--- config.mk ---
export PLATFORM = sky130hd
export DESIGN_NAME = bottom_mux_stage
export DESIGN_NICKNAME = d
export VERILOG_FILES = /design/src/rtl/bottom_mux_stage.sv
export SDC_FILE = /design/constraint.sdc
export NUM_CORES = 1
export LEC_CHECK = 0
export ABC_AREA = 1
export CAP_MARGIN = 30
export CORE_AREA = 2 2 39 41
export CTS_CLUSTER_SIZE = 24
export DETAILED_ROUTE_END_ITERATION = 10
export DIE_AREA = 0 0 41 43
export HOLD_SLACK_MARGIN = 0.02
export PLACE_DENSITY = 0.8
export SYNTH_ARGS = -nofsm -noshare
export SYNTH_HDL_FRONTEND = slang
export SYNTH_SLANG_ARGS = --single-unit
--- constraint.sdc ---
create_clock -name clk -period 2.1 [get_ports clk]
set_clock_uncertainty 0.05 [all_clocks]
set_input_delay 0.315 -clock clk [delete_from_list [all_inputs] [get_ports clk]]
set_output_delay 0.315 -clock clk [all_outputs]
set_load 0.005 [all_outputs]
--- src/rtl/bottom_mux_stage.sv ---
// rtl/bottom_mux_stage.sv - EX-stage destination register select with registered EX/MEM copy
module bottom_mux_stage #(
    parameter int WIDTH = 5
) (
    input  logic             clk,
    input  logic             rst_n,
    input  logic [WIDTH-1:0] a,
    input  logic [WIDTH-1:0] b,
    input  logic             sel,
    input  logic             valid_in,
    input  logic             en,
    input  logic             flush,
    output logic [WIDTH-1:0] y,
    output logic             y_is_zero,
    output logic [WIDTH-1:0] y_q,
    output logic             valid_q,
    output logic             zero_q
);

    logic [WIDTH-1:0] w_y;
    logic             w_y_is_zero;
    logic [WIDTH-1:0] r_y_q;
    logic             r_valid_q;
    logic             r_zero_q;

    // An if on sel falls to the else branch for X/Z, so an unknown select picks b rather than X.
    always_comb begin
        w_y = b;
        if (sel == 1'b1) begin
            w_y = a;
        end
    end

    assign w_y_is_zero = (w_y == '0);

    always_ff @(posedge clk or negedge rst_n) begin
        if (!rst_n) begin
            r_y_q     <= '0;
            r_valid_q <= 1'b0;
            r_zero_q  <= 1'b0;
        end else if (flush) begin
            // A squashed slot looks like a write to $zero so downstream never commits it.
            r_y_q     <= '0;
            r_valid_q <= 1'b0;
            r_zero_q  <= 1'b1;
        end else if (en) begin
            r_y_q     <= w_y;
            r_valid_q <= valid_in;
            r_zero_q  <= w_y_is_zero;
        end
    end

    assign y         = w_y;
    assign y_is_zero = w_y_is_zero;
    assign y_q       = r_y_q;
    assign valid_q   = r_valid_q;
    assign zero_q    = r_zero_q;

endmodule

# == Word-level counts from Yosys, hierarchy flattened ==
# Index checks and enable logic that the tools add are counted.
# totals
ff_bits,7
latchBits,0
ram_bits,0
romBits,0
input_bits,16
out_inout_bits,13
elab_cells,12
memories,0
# op_classes
n_addsub,0
n_mul,0
div_mod_pow,0
order_cmp,0
n_eq_ne,0
n_shift,0
muxes,7
bitwise,0
n_reduce_logical,2
# op_table
operator,count
2-to-1 mux 5 bit,3
logical NOT 5 bit,1
2-to-1 mux 1 bit,4
nonzero test 2 bit,1

# == Depth between registers and ports, before layout ==
# Gate-level depths: netlist (run 1).
# depth
ltp_word,4
ltp_mapped,7
depth_no_buf,7

# == Least setup slack after synthesis (run 1) ==
# Ideal clock, no wire load.
# synth_timing
path_kind,in2out
start,input port sel
end,output port y_is_zero
arrival_time_ns,0.793
t_required_ns,1.735
setup_slack_ns,0.942
path_stages,6
path_buffers,0
path_cell_list,inv_2 > nand2_1 > nand2_1 > nand2_1 > nor2_1 > and2_1
# synth_between
elab_chain_len,2
# synth_lines
element,line,source
start: declaration,9,"input logic sel,"
2-to-1 mux 5 bit,29,if (sel == 1'b1) begin
logical NOT 5 bit,34,assign w_y_is_zero = (w_y == '0);
end: declaration,14,"output logic y_is_zero,"
# No other way between the ends.

# == Final worst setup path (run 1) ==
# layout_timing
start,input port b[1]
end,output port y[1]
# layout_between
elab_chain_len,1
# layout_lines
element,line,source
start: declaration,8,"input logic [WIDTH-1:0] b,"
2-to-1 mux 5 bit,29,
end: declaration,13,"output logic [WIDTH-1:0] y,"
# No other way between the ends.

==> results of run 1 <==
## area by class of cell
class	instances	area (um2)
multi-input cells	40	200
clock buffers	4	26.3
fillers	140	594
inverters	9	33.8
flip-flops and latches	7	175
repair buffers	35	334
well taps	16	20.0
## per-stage QoR
stage | power [mW] | setup slack [ns]
floorplan | 0.191 | 0.942
global placement | 0.277 | -0.123
detailed placement | 0.279 | -0.162
CTS | 0.405 | 0.0354
global route | 0.426 | 0.0676
finish | 0.396 | 0.151
## worst min path at each step
stage,from,to,slack (ns),cells past startpoint
floorplan,rst_n,valid_q$_DFFE_PN0P_,-0.03,0
global placement,zero_q$_DFFE_PN0P_,zero_q$_DFFE_PN0P_,0.43,2
detailed placement,valid_q$_DFFE_PN0P_,valid_q$_DFFE_PN0P_,0.44,2
CTS,rst_n,valid_q$_DFFE_PN0P_,0.28,1
global route,rst_n,y_q[4]$_DFFE_PN0P_,0.29,1
finish,rst_n,y_q[4]$_DFFE_PN0P_,0.28,1
## cells in the mapped netlist
library cell,number
and2_1,1
dfrtp_1,7
nand2_1,17
o21ai_1,2
buf_2,1
nand2_2,5
nand2_4,1
nor2_1,1
a21oi_1,1
nor2_4,1
nand3_1,11
inv_2,1
inv_1,8
## state kept, by name, summed over array words and instances (netlist names)
signal,flops
y_q,5
zero_q,1
valid_q,1
## cells by family (layout without fill, tap and decap cells)
group           count (synthesis)  in the layout
simple gates                   37             37
flops                           7              7
compound gates                  3              3
buf+inv                        10             48
## power by group
group	leakage (nW)	switching (mW)	internal, mW	total, mW
Sequential	0.0897	0.00519	0.145	0.150
Clock	0.0150	0.0480	0.0724	0.120
Combinational	0.309	0.0473	0.0779	0.125
Total	0.414	0.101	0.295	0.396
## timing repair
| action | CTS | global route |
|---|---|---|
| setup buffers | 0 | 0 |
| setup endpoints to repair | 4 | 1 |
| resized for setup | 1 | 2 |
| cloned | 0 | 0 |
## per-layer routing
metal / vias up / global-route usage [%] / share of wire, %
met5: - / 0 / 0
met4: 0 / 10.0 / 1.4
met3: 2 / 9.42 / 12
met2: 23 / 22.2 / 48
met1: 194 / 17.3 / 38
li1: 252 / - / -
## cells in the final DEF, fill, tap and decap left out
cell	instances
buf_4	7
and2_1	1
clkbuf_4	3
nand2_4	1
nand3_1	11
clkbuf_1	1
dfrtp_1	7
dlygate4sd2_1	1
inv_1	8
inv_2	1
dlymetal6s2s_1	1
clkdlybuf4s50_1	26
nor2_2	1
nand2_2	5
nor2_4	1
a21oi_1	1
nand2_1	17
o21ai_1	2
==> summary by stage, run 1 <==
Status
The run finished with clean final reports.

Critical path
The critical path class is in -> out. On the worst path, the slowest cell contributes a delay of 0.50 ns. The worst flop-to-flop path endpoint is zero_q$_DFFE_PN0P_. The kind of cell with the highest combined delay along the critical path is buffers and inverters. The critical path goes through clkdlybuf4s50_1, inv_1, nand2_1, nand2_1, buf_4, inv_1, clkdlybuf4s50_1. The sum of buffers and inverters on the critical path is 5. Tracing the worst setup path back leads to its startpoint at b[1]. The arrival time reported for the critical path endpoint is 1.58 ns. In this run the critical register-to-register path is launched from zero_q$_DFFE_PN0P_.

The number of cells on the critical path is 7. The biggest fanout along the worst timing path is 2. The worst setup path is launched from an input port. The most critical setup path has its endpoint at y[1].

Across all register-to-register paths, the minimum setup slack is 1.33 ns. STA classifies the critical path endpoint as an output pin. The critical path required time is 1.74 ns. For the worst flop-to-flop path, the logic depth is 2. Among all stages on the critical path, the largest delay is contributed by clkdlybuf4s50_1.

GRT
Across every metal layer, demand over resource in global routing totals 15.8%. Summed over all layers, the global routing overflow is 0. The global-route wire length before repair is 1800 um. The maximum number of pins on one net before global-route repair is 13. The number of antenna violations at the first check in global routing is 0. The via count of the first global-routing pass is 445.

Layout
The synthesis-to-layout area growth is 91.8%. Of the cells placed in the final design, the portion with a size suffix greater than 1 is 20.0%. The final standard cell count with taps included and fillers excluded is 111. The repair_antennas step left the layout with diodes totalling 0. The post-route core utilization is 57.1%. The area of all placed cells without fillers is 790 um2. At the end of the flow, the number of nets in the layout was 112.

STA
Setup repair after global routing left no endpoint under its margin. The setup violation total in the final timing report is 0. Hold is met by 0.279 ns. The final worst-path cycle share is 92.8%. The smallest clock period supported by the final layout is computed as 1.95 ns. The count of final max-slew check failures is 0. In this run the tightest slew margin relative to its limit is 78.5%.

The highest clock rate is 0.513 GHz. The final total negative setup slack is 0 ns. The final number of hold-violating endpoints is 0.

At the pin with the least slew margin, the transition time is 0.321 ns.

Synthesis
After synthesis, the mean cell area works out to 7.22 um2. The multiplexer share of the synthesized area is 0%. By area, the combinational part of the netlist is dominated by simple AND/OR/NAND/NOR gates.

The proportion of netlist area held by the largest area contributor is 42.6%. After synthesis the cells add up to 412 um2. The post-synthesis net count is 73. The basic-gate share of the synthesized area counting and, or, nand and nor cells is 44.4%.

The distinct cell type count of the synthesized netlist is 13. The total number of yosys warnings is 0. The sequential-to-total area share from yosys stat is 42.6%. The post-synthesis sequential element count is 7. The synthesized instance count is 57. Sorting the synthesized cells by area gives the leading types as dfrtp_1 43%, nand2_1 16%, nand3_1 13%. The area share of xor/xnor cells in the synthesized design is 0%. The synthesized netlist devotes 0% of its cell area to adder and majority cells. Of all cell types, the one taking the most synthesized area is dfrtp_1.

The synthesized netlist devotes 3.65% of its cell area to compound gates.

Clocking
The clock edge transition at the registers on the reported setup and hold paths is 0.05 ns. CTS built an H-tree with a depth of 1. Counting the buffers created by CTS gives 3. TritonCTS built the clock tree. The cell sitting at the root of the clock tree is a clkbuf_4. The maximum buffer depth of the clock tree is 2. After clock tree synthesis, the flow added hold-fix buffers numbering 0.

Counting every sink on the clock net gives 7. The clock network latency to the later pin of the worst-skew pair is 0.25 ns.

Detailed routing
The detailed-router iteration count before antenna repair is 4. In this run, the number of DRC markers left after iteration 0 of detailed routing was 8. The routed wire length per instance is 9.49 um.

The count of nets left with antenna violations once routing finished came out at 0. The final wirelength is 1050 um. The mean number of vias per cell is 4.24. In the routed design, unresolved DRC markers number 0.

The via count is 471.

Die
The die covers 1760 um2. From bottom edge to top edge, the die measures 43 um. The effective utilization at floorplan is 29.7%. The number of rows in the core area is 14.

During I/O placement, the number of pins put on the boundary was 29. The die width is 41 um. In this run the standard cell core region covers 1380 um2.

Flow run
The max-capacitance violation count is 0.

Place
In this run, placement finished with an instance count of 107. Once detailed placement completed, the half-perimeter wirelength came to 893 um. Summing all placed instances gives a cell area of 759 um2. Buffers placed on the I/O ports in this run total 28. The congestion estimate from routability-driven global placement came to 0.739.

Pwr
The total power per unit cell area is 501 nW/um2. IR analysis of the VDD net gives a maximum drop of 0.000279 V. The analysis attributes to cell leakage a power of 0.414 nW.

Worst hold path
The class of the most critical hold timing path is in -> async.
(Power assumes the default switching activity.)
==> inputs of run 2 (changes only) <==
--- a/config.mk
+++ b/config.mk
@@ -8,7 +8,8 @@
 export ABC_AREA = 1
 export CAP_MARGIN = 30
 export CORE_AREA = 2 2 39 41
-export CTS_CLUSTER_SIZE = 24
+export CTS_CLUSTER_DIAMETER = 60
+export CTS_CLUSTER_SIZE = 40
 export DETAILED_ROUTE_END_ITERATION = 10
 export DIE_AREA = 0 0 41 43
 export HOLD_SLACK_MARGIN = 0.02
==> results of run 2 <==
Final layout, timing and power as in run 1 (identical DEF).
==> inputs of run 3 (changes only) <==
==> constraint.sdc (replaced) <==
create_clock -name clk -period 1.9 [get_ports clk]
set_clock_uncertainty 0.05 [all_clocks]
set_input_delay 0.285 -clock clk [delete_from_list [all_inputs] [get_ports clk]]
set_output_delay 0.285 -clock clk [all_outputs]
set_load 0.005 [all_outputs]
==> run 3 against run 2 <==
Design area increased by 0.95%. Global-route usage increased by 0.20 points. Utilization increased by 0.54 points. Final cell count increased by 0.90%. Via count increased by 1.7%. Sequential share of layout area decreased by 0.21 points. Largest cell class unchanged.
==> summary by stage, run 3 (same netlist as run 1, synthesis figures left out) <==
Detailed routing
The final wirelength is 1060 um. The antenna violation net count after detailed routing is 0. The number of remaining DRC errors is 0.

After detailed routing, the average wire length per cell comes to 9.48 um. In the routed layout, each cell is associated on average with a via count of 4.28. The detailed-router iteration count before antenna repair is 3. Summing over every cut layer, the via total after detailed routing is 479. The detailed router finished its first iteration with 8 violations.

Clocking
The CTS buffer count is 3. The hold-fix buffer count after cts is 0. TritonCTS built the clock tree.

The maximum buffer depth of the clock tree is 2. Clock tree synthesis selected as its root buffer the cell clkbuf_4. After clock tree synthesis, the clock-pin slew on the worst setup and hold paths is 0.05 ns. The clock sink count is 7. For the worst-skew pair, the clock arrives at the later sink with an insertion delay of 0.25 ns. The level count of the clock H-tree is 1.

Die
The die is 41 um wide. The die is 43 um tall. The die covers 1760 um2.

The I/O pin count is 29. The number of rows in the core area is 14. The area of the core region is 1380 um2. Once the floorplan was initialized, standard cells occupied 29.7% of the core.

Layout
The final layout contains 113 nets. The most common cell after layout, fill and taps aside is clkdlybuf4s50_1. The post-route core utilization is 57.6%. Leaving out fill and tap cells, the most frequent cells in the layout are 22 x clkdlybuf4s50_1, 17 x nand2_1, 11 x nand3_1, 8 x inv_1, 8 x buf_4. The area of the multi-input gates is 198 um2.

Relative to the synthesized area, the layout overhead comes to 93.6%. The final antenna diode count is 0. The register with the most flip-flops in the layout has 5 of them. The layout has 139 filler cells. Registers take 175 um2.

In the final layout, the share of cells above drive strength 1 is 19.8%.

Critical path
The critical path is of the in -> out type. Grouping stages by cell kind, the critical path spends the most delay in buffers and inverters. Among all stages on the critical path, the largest delay is contributed by clkdlybuf4s50_1. The critical path required time is 1.56 ns. The sum of buffers and inverters on the critical path is 3. On the worst path, the slowest cell contributes a delay of 0.51 ns. STA classifies the critical path endpoint as an output pin. The signal on the critical path passes through clkdlybuf4s50_1, nand2_1, nand2_2, buf_4, clkdlybuf4s50_1. STA classifies the critical path startpoint as an input port. Of all nets on the critical path, the largest fanout is 2. STA puts the critical path data arrival time at 1.50 ns. The cell repeated most along the worst path is clkdlybuf4s50_1.

STA
The count of final max-slew check failures is 0. Timing would allow up to 0.544 GHz. Setup repair after global routing left no endpoint under its margin. The transition time at the pin with the least slew margin is 0.322 ns. The setup violation total in the final timing report is 0. The worst pin sits at a relative slew slack of 78.5%. The final worst-path cycle share is 96.8%. Subtracting the final worst setup slack from the clock period gives 1.84 ns.

The final number of hold-violating endpoints came to 0.

Flow run
Across the run, the number of max-cap violations was 0.

Place
The post-DP HPWL is 893 um. At the end of routability-driven placement, the weighted congestion stood at 0.739. The count of input and output buffers is 28.

Pwr
The leakage power total is 0.435 nW. The total power is 0.436 mW. Across the VDD grid, the largest voltage drop is 0.000313 V. In this run the power density over the cells is 546 nW/um2.

GRT
For this run the aggregate overflow at the end of global routing stands at 0. The first global-routing pass estimated 1830 um of wire. The number of antenna violations at the first check in global routing is 0. The maximum number of pins on one net before global-route repair is 13. The all-layer global routing usage is 16.0%.

The via count of the first global-routing pass is 460.

Status
The run finished with clean final reports.

Worst hold path
The class of the most critical hold timing path is in -> async.
run 3: cell count changes in the layout (fill, tap and decap cells not counted), sizes merged:
cell / delta
dlygate4sd2: +2
clkdlybuf4s50: -4
dlymetal6s2s: +2
buf: +1
run 3: stage by stage:
stage / setup TNS [ns] / hold WS [ns] / cells / worst slack, ns / instance area [um2]
finish: 0 / 0.249 / 112 / 0.0603 / 797
detailed placement: -1.07 / 0.443 / 107 / -0.302 / 759
CTS: 0 / 0.249 / 112 / 0.00252 / 790
global route: 0 / 0.255 / 112 / 0.0153 / 797
floorplan: 0 / -0.0606 / 57 / 0.802 / 412
global placement: -0.894 / 0.429 / 107 / -0.263 / 759
run 3: metal layers:
metal | wire length, um | vias up | global-route usage [%] | part of all wire [%]
met3 | 123 | 2 | 9.42 | 12
met1 | 399 | 199 | 17.0 | 38
met5 | 0 | - | 0 | 0
met4 | 15 | 0 | 10.0 | 1.4
li1 | - | 255 | - | -
met2 | 524 | 23 | 23.1 | 49
run 3: power breakdown:
part | internal [mW] | switching [mW] | leakage, nW | total (mW)
sequential | 0.160 | 0.00582 | 0.0897 | 0.166
clock | 0.0800 | 0.0534 | 0.0150 | 0.133
combinational | 0.0844 | 0.0519 | 0.330 | 0.136
run 3: cell type report:
cell class / count / area share [%]
Timing Repair Buffer: 36 / 43.2
Multi-Input combinational cell: 40 / 24.8
Sequential cell: 7 / 22.0
Inverter: 9 / 4.24
Clock buffer: 4 / 3.30
Tap cell: 16 / 2.51
run 3: timing repair:
action,4_1_cts,5_1_grt
endpoints found under the setup margin,6,3
pin swaps,1,0
gates resized for setup,3,3
hold endpoints to repair,0,0
setup buffers,1,0
run 3: path summary, 6_finish.rpt:
check / to / slack (ns) / from / cells past startpoint
worst min-delay path: y_q[4]$_DFFE_PN0P_ / 0.25 / rst_n / 1
min in group clk: valid_q$_DFFE_PN0P_ / 0.45 / valid_q$_DFFE_PN0P_ / 2
worst min register to register: valid_q$_DFFE_PN0P_ / 0.45 / valid_q$_DFFE_PN0P_ / 2
worst max register to register: zero_q$_DFFE_PN0P_ / 1.13 / zero_q$_DFFE_PN0P_ / 2
max in group asynchronous: y_q[0]$_DFFE_PN0P_ / 1.31 / rst_n / 1
worst max-delay path: y[4] / 0.06 / a[4] / 5
run 3: worst reg2reg max path, stage by stage (launching register included):
cell and delay [ns]:
dfrtp_1 0.38, a21oi_1 0.16, nand2_1 0.07
==> patch (flow settings as in run 3) <==
Reset style: synchronous (`rst_n`), changed in one clocked block.
--- a/src/rtl/bottom_mux_stage.sv
+++ b/src/rtl/bottom_mux_stage.sv
@@ -33,7 +33,7 @@
 
     assign w_y_is_zero = (w_y == '0);
 
-    always_ff @(posedge clk or negedge rst_n) begin
+    always_ff @(posedge clk) begin
         if (!rst_n) begin
             r_y_q     <= '0;
             r_valid_q <= 1'b0;
Formal check against the unedited RTL: differs if rst_n is asserted again (counterexample within 4 cycles, from zero or initial values and one cycle with rst_n low); with rst_n held inactive, the same outputs for 10 cycles.
==> patch against run 3 <==
  * Total power shrank 1.3%
  * Routed wire length shrank 0.75%
  * Non-clock buffer count grew 2
  * Area after synthesis shrank 3.6%
  * Sequential cell count is the same
  * Design area shrank 0.47%
  * Critical path depth is the same
  * Setup slack is essentially flat
  * Critical endpoint unchanged
  * Largest power group unchanged
==> patch: results (changes against run 3) <==
Status -> finished, final reports clean (unchanged)
GR Layer Usage met2 -> 0.2281 (was 0.2313)
Worst Reg-to-Reg Cells -> 4 (was 2)
R2R Setup Slk -> 1.17 ns (was 1.13 ns)
Finished Layout Cells -> 115 (was 112)
Hold path startpoint -> valid_q
Inst Count DP -> 110 (was 107)
Synthesized area per cell -> 6.838 um2 (was 7.222 um2)
Met2 wire length -> 536 um (was 524 um)
Pin count of the biggest net entering global routing -> 9 (was 13)
Post-DP HPWL -> 897.4 um (was 892.9 um)
Grt met3 use -> 0.01571 (was 0.09424)
Layout cells sized above 1 -> 0.3030 (was 0.1979)
Register area share after synthesis -> 0.3533 (was 0.4255)
Net Count, Synth -> 74 (was 73)
Post-DR vias/cell -> 4.191 (was 4.277)
Met1 usage -> 0.1553 (was 0.1699)
Synth warnings -> 0 (unchanged)
Post-synthesis compound-gate area fraction -> 0.1104 (was 0.03647)
Worst reg2reg path startpoint -> y_q[1] (was zero_q)
Max transition margin -> 0.8440 (was 0.7846)
Worst hold path type -> register to register (was input port to async pin)
Commonest cells in the netlist -> nor2_1 (11), nand2_1 (10), dfxtp_1 (7), nand2_2 (7), inv_1 (6) (was nand2_1 (17), nand3_1 (11), inv_1 (8))
Vias in the first global route -> 441 (was 460)
RePlAce Congestion -> 0.7711 (was 0.7392)
Initial detailed-routing violation count -> 5 (was 8)
Met3 routed WL -> 87 um (was 123 um)
Worst Hold Endpoint -> valid_q
TritonRoute pass-1 iters -> 4 (was 3)
Filler cells -> 143 (was 139)
VDD IR-drop max -> 0.0002549 V (was 0.0003129 V)
Pleak -> 0.0003932 uW (was 0.0004347 uW)
Final WL -> 1054 um (was 1062 um)
Synth Flop Type -> dfxtp_1 (was dfrtp_1)
Wl on met1 -> 381 um (was 399 um)
Synth cell types -> 15 (was 13)
Synth top area cells -> dfxtp_1 (35%), nand2_2 (11%), nor2_1 (10%) (was dfrtp_1 (43%), nand2_1 (16%), nand3_1 (13%))
CP max stage delay -> 0.49 ns (was 0.51 ns)
R2r endpoint -> y_q[1] (was zero_q)
Async set-reset flop share out of synthesis -> 0 (was 1.000)
First-pass GRT wire length -> 1697 um (was 1828 um)
Total GRT Usage -> 0.1519 (was 0.1604)
==> patch: stage by stage <==
stage | power (uW) | hold WS [ns] | area [um2] | worst slack (ns)
after floorplan | 208.1 | 0.3684 | 396.6 | 0.8503
after global placement | 298.5 | 0.4030 | 760.7 | -0.2411
after detailed placement | 300.9 | 0.4101 | 760.7 | -0.2448
after CTS | 438.4 | 0.4175 | 787.0 | 0.01713
after global routing | 453.4 | 0.4679 | 793.3 | 0.004794
final | 429.9 | 0.4088 | 793.3 | 0.06080
==> patch: logic make-up (layout without fill, tap and decap cells) <==
family	after synthesis	count (layout)
AOI/OAI and AO/OA	8	8
buffers and inverters	9	50
DFF	7	7
and+or+nand+nor	34	34
==> patch: timing repair <==
action                                 CTS  global route
hold buffers                             0             0
pin swaps                                0             2
setup endpoints to repair                6             4
gates resized for setup                  3             3
buffers inserted                         0             1
endpoints found under the hold margin    0             0
==> patch: worst max-delay path by stage <==
| stage | depth (start not counted) | slack, ns | startpoint | to |
|---|---|---|---|---|
| global placement | 8 | -0.24 | sel | y_is_zero |
| floorplan | 6 | 0.85 | sel | y_is_zero |
| detailed placement | 8 | -0.24 | sel | y_is_zero |
| finish | 5 | 0.06 | a[4] | y[4] |
| CTS | 5 | 0.02 | a[1] | y[1] |
| global route | 5 | 0.005 | a[0] | y[0] |
==> patch: power by group <==
part | internal, uW | switching [uW] | total (uW)
logic | 87.0 | 53.4 | 140
registers | 154 | 3.12 | 157
clock network | 80.0 | 52.4 | 132
total | 321 | 109 | 430
==> patch: final cells by class <==
cell class / count / area (um2) / area share
flip-flops and latches: 7 / 140.1 / 0.1767
well taps: 16 / 20.02 / 0.02524
clock buffers: 4 / 26.28 / 0.03312
inverters: 8 / 30.03 / 0.03785
repair buffers: 38 / 351.6 / 0.4432
multi-input cells: 42 / 225.2 / 0.2839
